## src/rtl/ascii_parser.sv

```systemverilog
// ASCII decimal string (LSD-first char layout, MSD consumed first) to 32-bit binary.
// Optional feature: define NEG_EN to accept a leading '-' sign and return two's complement.
module ascii_parser #(
  parameter int MAX_LEN = 8
) (
  input  logic                 clk,
  input  logic                 rst,
  input  logic                 start,
  input  logic [MAX_LEN*8-1:0] str,
  input  logic [7:0]           length,
  output logic [31:0]          value,
  output logic                 ready,
  output logic                 error
);
  localparam logic [1:0] S_IDLE = 2'd0;
  localparam logic [1:0] S_SCAN = 2'd1;
  localparam logic [1:0] S_DONE = 2'd2;
  localparam int IW = (MAX_LEN > 1) ? $clog2(MAX_LEN) : 1;

  logic [1:0]               state_q, state_d;
  logic [MAX_LEN-1:0][7:0]  str_q, str_d;
  logic [IW-1:0]            idx_q, idx_d;
  logic [31:0]              acc_q, acc_d;
  logic [31:0]              value_q, value_d;
  logic                     ready_q, ready_d;
  logic                     error_q, error_d;
`ifdef NEG_EN
  logic [7:0]               len_q, len_d;
  logic                     neg_q, neg_d;
`endif

  logic [7:0]  c;
  logic        is_digit;
  logic        is_sign;
  logic [31:0] acc_nx;

  assign c        = str_q[idx_q];
  assign is_digit = (c >= 8'h30) && (c <= 8'h39);
  // acc*10 as shift-add; 8 digits cannot overflow 32 bits
  assign acc_nx   = (acc_q << 3) + (acc_q << 1) + {28'd0, c[3:0]};

`ifdef NEG_EN
  // sign only legal as the first (most significant) char and never as the whole string
  assign is_sign = (c == 8'h2D) && (8'(idx_q) == len_q - 8'd1) && (idx_q != '0);
`else
  assign is_sign = 1'b0;
`endif

  always_comb begin
    state_d = state_q;
    str_d   = str_q;
    idx_d   = idx_q;
    acc_d   = acc_q;
    value_d = value_q;
    ready_d = ready_q;
    error_d = error_q;
`ifdef NEG_EN
    len_d   = len_q;
    neg_d   = neg_q;
`endif
    case (state_q)
      S_IDLE, S_DONE: begin
        if (start) begin
          str_d   = str;
          acc_d   = '0;
          value_d = '0;
          ready_d = 1'b0;
          error_d = 1'b0;
`ifdef NEG_EN
          len_d   = length;
          neg_d   = 1'b0;
`endif
          if (length == 8'd0 || length > 8'(MAX_LEN)) begin
            state_d = S_DONE;
            error_d = 1'b1;
            ready_d = 1'b1;
          end else begin
            idx_d   = IW'(length - 8'd1);
            state_d = S_SCAN;
          end
        end
      end
      S_SCAN: begin
        if (is_sign) begin
`ifdef NEG_EN
          neg_d = 1'b1;
`endif
          idx_d = idx_q - 1'b1;
        end else if (!is_digit) begin
          state_d = S_DONE;
          error_d = 1'b1;
          ready_d = 1'b1;
          value_d = '0;
        end else begin
          acc_d = acc_nx;
          if (idx_q == '0) begin
`ifdef NEG_EN
            value_d = neg_q ? (~acc_nx + 32'd1) : acc_nx;
`else
            value_d = acc_nx;
`endif
            ready_d = 1'b1;
            state_d = S_DONE;
          end else begin
            idx_d = idx_q - 1'b1;
          end
        end
      end
      default: state_d = S_IDLE;
    endcase
  end

  always_ff @(posedge clk) begin
    if (!rst) begin
      state_q <= S_IDLE;
      str_q   <= '0;
      idx_q   <= '0;
      acc_q   <= '0;
      value_q <= '0;
      ready_q <= 1'b0;
      error_q <= 1'b0;
`ifdef NEG_EN
      len_q   <= '0;
      neg_q   <= 1'b0;
`endif
    end else begin
      state_q <= state_d;
      str_q   <= str_d;
      idx_q   <= idx_d;
      acc_q   <= acc_d;
      value_q <= value_d;
      ready_q <= ready_d;
      error_q <= error_d;
`ifdef NEG_EN
      len_q   <= len_d;
      neg_q   <= neg_d;
`endif
    end
  end

  assign value = value_q;
  assign ready = ready_q;
  assign error = error_q;
endmodule

```

## config.mk

```make
export PLATFORM = sky130hd
export DESIGN_NAME = ascii_parser
export DESIGN_NICKNAME = d
export VERILOG_FILES = /design/src/rtl/ascii_parser.sv
export SDC_FILE = /design/constraint.sdc
export NUM_CORES = 1
export LEC_CHECK = 0
export ABC_AREA = 1
export CAP_MARGIN = 20
export CORE_UTILIZATION = 50
export DETAILED_ROUTE_END_ITERATION = 10
export PLACE_DENSITY = 0.78
export REMOVE_ABC_BUFFERS = 1
export SLEW_MARGIN = 20
export SYNTH_ARGS = -nofsm -noshare
export SYNTH_HDL_FRONTEND = slang
export SYNTH_SLANG_ARGS = --single-unit
```

## constraint.sdc

```tcl
create_clock -name clk -period 8.81 [get_ports clk]
set_input_delay 0.881 -clock clk [delete_from_list [all_inputs] [get_ports clk]]
set_output_delay 0.881 -clock clk [all_outputs]
set_load 0.02 [all_outputs]
```

==> results of run 1 <==
## through the flow
step	util, %	hold WS, ns
after floorplan	-	0.429
final	61.6	0.458
after global routing	61.6	0.481
after CTS	61.6	0.459
after detailed placement	58.1	0.449
after global placement	58.1	0.441
## cell type report
class                           count  area (sq um)
Fill cell                        1509          6070
Multi-Input combinational cell    937          4670
Sequential cell                   134          2680
Timing Repair Buffer              114          1120
Inverter                          123           462
Clock buffer                       18           439
Tap cell                          216           270
Clock inverter                     14           114
## routing by layer
metal / GRT usage, % / wire length [microns] / vias up
met5: 0 / 0 / -
met4: 10.0 / 580 / 0
met3: 6.48 / 1280 / 51
met2: 45.6 / 9970 / 240
met1: 32.5 / 9060 / 3646
li1: - / - / 4162
## logic make-up after synthesis
| kind of cell | share of synthesized area (%) |
|---|---|
| simple gates | 33.9 |
| xor+xnor | 1.52 |
| flops | 33.3 |
| buf+inv | 9.03 |
| compound gates | 12.7 |
| fa+ha+maj | 9.65 |
## state kept, by name (all words and copies together) (netlist names)
register / flops
value: 32
acc_q: 31
state_q: 2
error: 1
str_q: 64
ready: 1
idx_q: 3
## synth_stat cells (6+ instances only)
cell / instances / area [sq um]
nand2_1: 309 / 1160
xnor2_1: 9 / 78.8
dfxtp_1: 134 / 2680
o21ai_1: 28 / 140
inv_2: 6 / 22.5
ha_1: 59 / 738
inv_1: 117 / 439
nor2_1: 232 / 871
buf_2: 9 / 45.0
a21oi_1: 80 / 400
buf_4: 6 / 45.0
nor3_1: 7 / 35.0
nand4_1: 11 / 68.8
nand3_1: 76 / 380
clkbuf_1: 32 / 120
nand3b_1: 10 / 75.1
o21ai_0: 80 / 400
## worst max path at each step
stage	from	slack, ns	endpoint	depth (start not counted)
floorplan	start	4.39	acc_q[28]$_SDFFE_PN0P_	7
global placement	idx_q[0]$_SDFFE_PN0P_	5.20	acc_q[28]$_SDFFE_PN0P_	13
detailed placement	idx_q[0]$_SDFFE_PN0P_	5.12	value[29]$_SDFFE_PN0P_	18
CTS	idx_q[0]$_SDFFE_PN0P_	5.09	value[29]$_SDFFE_PN0P_	18
global route	idx_q[0]$_SDFFE_PN0P_	4.62	value[30]$_SDFFE_PN0P_	18
finish	idx_q[0]$_SDFFE_PN0P_	5.05	value[21]$_SDFFE_PN0P_	18
## critical path, stage by stage (launching register included)
cell	delay, ns
dfxtp_1	0.82
inv_2	0.33
o21ai_1	0.20
o21ai_1	0.09
o21ai_0	0.23
fa_1	0.45
inv_1	0.11
ha_1	0.25
nand3_1	0.08
nand3_1	0.15
nand3_1	0.11
nand3b_1	0.21
nand2_1	0.15
nand2_1	0.06
nand2_1	0.07
nand3_1	0.06
nor2_1	0.11
nand2_1	0.05
a21oi_1	0.12
## power groups by stage
stage	registers [mW]	clock network [mW]	logic [mW]
after global routing	0.652	0.709	0.189
after detailed placement	0.662	0	0.167
final	0.650	0.671	0.168
after CTS	0.649	0.680	0.168
after floorplan	0.658	0	0.0960
after global placement	0.662	0	0.164
==> metrics, run 1 <==
status=complete, no violations; CP max FO=22; largest net degree at the start of global routing=96; worst clock skew=0.0109 ns; Cell Area, Placed=0.00920 sq mm; most frequent cells in the layout=309 x nand2_1, 230 x nor2_1, 134 x dfxtp_1; Post-synth EDFFs=0; initial antenna violation count=0; H-tree levels=4; final hold vios=0; post-CTS sizing=0; Tot Pwr=1.49 mW; final WL=20,900 microns; Hold Crit Endpoint=str_q[4]$_SDFFE_PN0P_; Final Max Tran Viols=0; R2R Setup Slk=5.05 ns; Hold WC Path Type=reg -> reg; die height=129 microns; Syn Inst Count=1,246; async set-reset flop share out of synthesis=0%; first-pass GRT wire length=35,300 microns; placed insts=1,524; Leak=4.48 nW; clock sinks=134; Final min period=3.76 ns; nature of the critical path endpoint=flip-flop; Final ANT Viol Nets=0; clk slew on worst S/H paths=0.06 ns; via count=8,099; Setup TNS=0 ns; Post-CTS Setup Inserts=0; R2R depth=18; non-filler cells, final=1,556; hold path cells=2; die width=129 microns; switching power=410 uW; clock latency on the worst-skew pair=0.44 ns; Flop pwr share=43.6%; Seq/Total Area, Yosys=33.3%; total global-route track usage=26.7%; maximum capacitance violations=0; PD cells=153 mW/mm^2; remaining global-route overflow=0; wire length per cell=13.4 microns; Post-layout nets=1,463; CTS tree=built; reg2reg end=value[21]$_SDFFE_PN0P_; dpl ws=5.12 ns; DRT Pass-1 Iters=6; Clk pwr share=45.1%; Root Driver=clkbuf_16; Worst EP arrival=4.12 ns; HP Start=str_q[4]$_SDFFE_PN0P_; area grow syn2layout=20.9%; Post-Syn Area per Cell=6.47 sq um; CTS max path bufs=2; via density per instance=5.21; hpwl dp=15,100 microns; endpoints failing setup=0; Seq cells post-synth=134; total number of yosys warnings=0; Core ar.=0.0158 sq mm; row count=46; period utilisation layout=42.7%; Int Pwr=1.08 mW; CTS Buf Count=17; Final Instance Area=0.00975 sq mm; synthesized cell area=0.00807 sq mm; switching fraction of total power=27.5%; RSZ-0062 raised after global routing=no; VDD IR-drop max=137 uV; reg2reg start=idx_q[0]$_SDFFE_PN0P_; hold buffers post-CTS=0; First DRT Iteration DRCs=577; Slew headroom=43.2%; combinational fraction of design power=11.3%; num ports=109; top_reg_cell synth=dfxtp_1; die area=0.0166 sq mm; IO buf count=108; share of cells above drive strength 1=4.48%; Final Worst Setup Slack=5.05 ns; vias in the first global route=7,626; most common cell after layout, fill and taps aside=nand2_1; CP startpoint kind=flip-flop; Initial Util=51.0%; number of diodes=0; Slew @ Worst Pin=0.851 ns; CP Class=reg -> reg; Max Clock Freq=266 MHz; GP Congestion=0.991; worst endpoint required time=9.16 ns; Synth cell types=34; DRC=0
Power figures use the tool's default switching activity.
==> inputs of run 2 (changes only) <==
- clock period: 8.81 -> 3.5 ns (I/O delays scaled with it)
==> metrics, run 2 (synthesis gave the netlist of run 1 again) <==
status=complete, no violations; CTS tree=built; switching fraction of total power=26.2%; vias in the first global route=7,773; Final Worst Setup Slack=0.353 ns; CTS max path bufs=2; switching power=1.02 mW; H-tree levels=4; RSZ-0062 raised after global routing=no; Post-layout nets=1,472; combinational fraction of design power=11.2%; Max Clock Freq=318 MHz; IO buf count=108; die width=129 microns; clock sinks=134; endpoints failing setup=0; worst endpoint required time=3.75 ns; First DRT Iteration DRCs=386; die area=0.0166 sq mm; Leak=4.56 nW; first-pass GRT wire length=37,000 microns; Clk pwr share=47.0%; row count=46; period utilisation layout=89.9%; Slew headroom=28.6%; Slew @ Worst Pin=1.07 ns; Flop pwr share=41.8%; total global-route track usage=28.2%; Setup TNS=0 ns; share of cells above drive strength 1=5.26%; Slowest cell on crit path=dfxtp_4; Hold WC Path Type=in -> reg; wire length per cell=14.3 microns; CP startpoint kind=flip-flop; VDD IR-drop max=323 uV; most frequent cells in the layout=309 x nand2_1, 230 x nor2_1, 133 x dfxtp_1; crit-path max cell delay=0.39 ns; final hold vios=0; cell mode on critical path=nand2_1; Final min period=3.15 ns; area of the multi-input gates=0.00468 sq mm; initial antenna violation count=0; maximum capacitance violations=0; via density per instance=5.18; clk slew on worst S/H paths=0.06 ns; hpwl dp=16,100 microns; CP max FO=10; dpl ws=0.147 ns; Core ar.=0.0158 sq mm; DRC=0; Initial Util=51.0%; crit-path cells=buf_4 > buf_4 > nand2_1 > nand3_1 > nand2_1 > o21ai_0 > ha_1 > ha_1 > fa_2 > nand2_1 > nand3_1 > nand3_1 > nand2_1 > nand2_1 > nand2_1 > nand3_1 > nand2_1 > xor2_2 > nand2_1 > a21oi_1; Worst EP arrival=3.40 ns; die height=129 microns; Root Driver=clkbuf_16; worst clock skew=0.00952 ns; number of diodes=0; Post-CTS Setup Inserts=0; final WL=22,300 microns; most common cell after layout, fill and taps aside=nand2_1; Final Max Tran Viols=0; Top reg by flops=str_q; PD cells=394 mW/mm^2; GP Congestion=0.957; largest net degree at the start of global routing=90; remaining global-route overflow=0; CP Class=reg -> reg; CTS Buf Count=17; max FFs per register=64; Final ANT Viol Nets=0; clock latency on the worst-skew pair=0.42 ns; Filler cells=1,499; area occupied by registers=0.00269 sq mm; area grow syn2layout=22.8%; num ports=109; DRT Pass-1 Iters=7; nature of the critical path endpoint=flip-flop; via count=8,103; Int Pwr=2.88 mW
## run 2: power groups by stage
stage | Sequential (mW) | Clock (mW) | Combinational (mW)
3_3_place_gp | 1.66 | 0 | 0.422
6_report | 1.63 | 1.84 | 0.438
3_5_place_dp | 1.66 | 0 | 0.429
2_1_floorplan | 1.66 | 0 | 0.242
4_1_cts | 1.63 | 1.85 | 0.434
5_1_grt | 1.64 | 1.92 | 0.491
## run 2: critical path: cells and delay by family, from the launching register on
kind / cells / cell delay, ns
and+or+nand+nor: 12 / 0.98
DFF: 1 / 0.39
buffers and inverters: 2 / 0.30
adders and majority gates: 3 / 0.89
xor gates and xnor gates: 1 / 0.16
AOI/OAI and AO/OA: 2 / 0.23
## run 2: cell type report
type                       instances  area share (%)
multi-input combinational        937            47.2
sequential                       134            27.1
timing repair buffer             123            12.3
inverter                         123            4.66
clock buffer                      20            4.61
tap                              216            2.73
clock inverter                    12            1.44
## run 2: per-layer routing
metal  share of wire, %  vias to the layer above  track usage [%]  wire (microns)
met2                 47                      228             47.6           10400
li1                   -                     4169                -               -
met5                  0                        -                0               0
met3                4.1                       51             5.49             924
met4                3.1                        0             12.0             686
met1                 46                     3655             35.3           10300
## run 2: worst paths after layout
kind                            slack [ns]                   from                     end  depth (start not counted)
worst min-delay path                  0.22                    rst  str_q[35]$_SDFFE_PN0P_                          3
worst max-delay path                  0.35  idx_q[0]$_SDFFE_PN0P_  acc_q[30]$_SDFFE_PN0P_                         20
worst min register to register        0.45  str_q[5]$_SDFFE_PN0P_   str_q[5]$_SDFFE_PN0P_                          2
worst max register to register        0.35  idx_q[0]$_SDFFE_PN0P_  acc_q[30]$_SDFFE_PN0P_                         20
## run 2: repair_timing
action | CTS | global route
endpoints found under the setup margin | 0 | 24
resized for setup | 0 | 4
hold buffers | 0 | 0
## run 2: through the flow
stage / cells / cell area, sq um / hold WS (ns) / power (mW) / utilization (%)
floorplan: 1194 / 7800 / 0.429 / 1.90 / -
global placement: 1533 / 9290 / 0.443 / 2.09 / 58.7
detailed placement: 1533 / 9290 / 0.448 / 2.09 / 58.7
CTS: 1565 / 9890 / 0.217 / 3.92 / 62.5
global route: 1565 / 9910 / 0.241 / 4.05 / 62.6
finish: 1565 / 9910 / 0.222 / 3.91 / 62.6
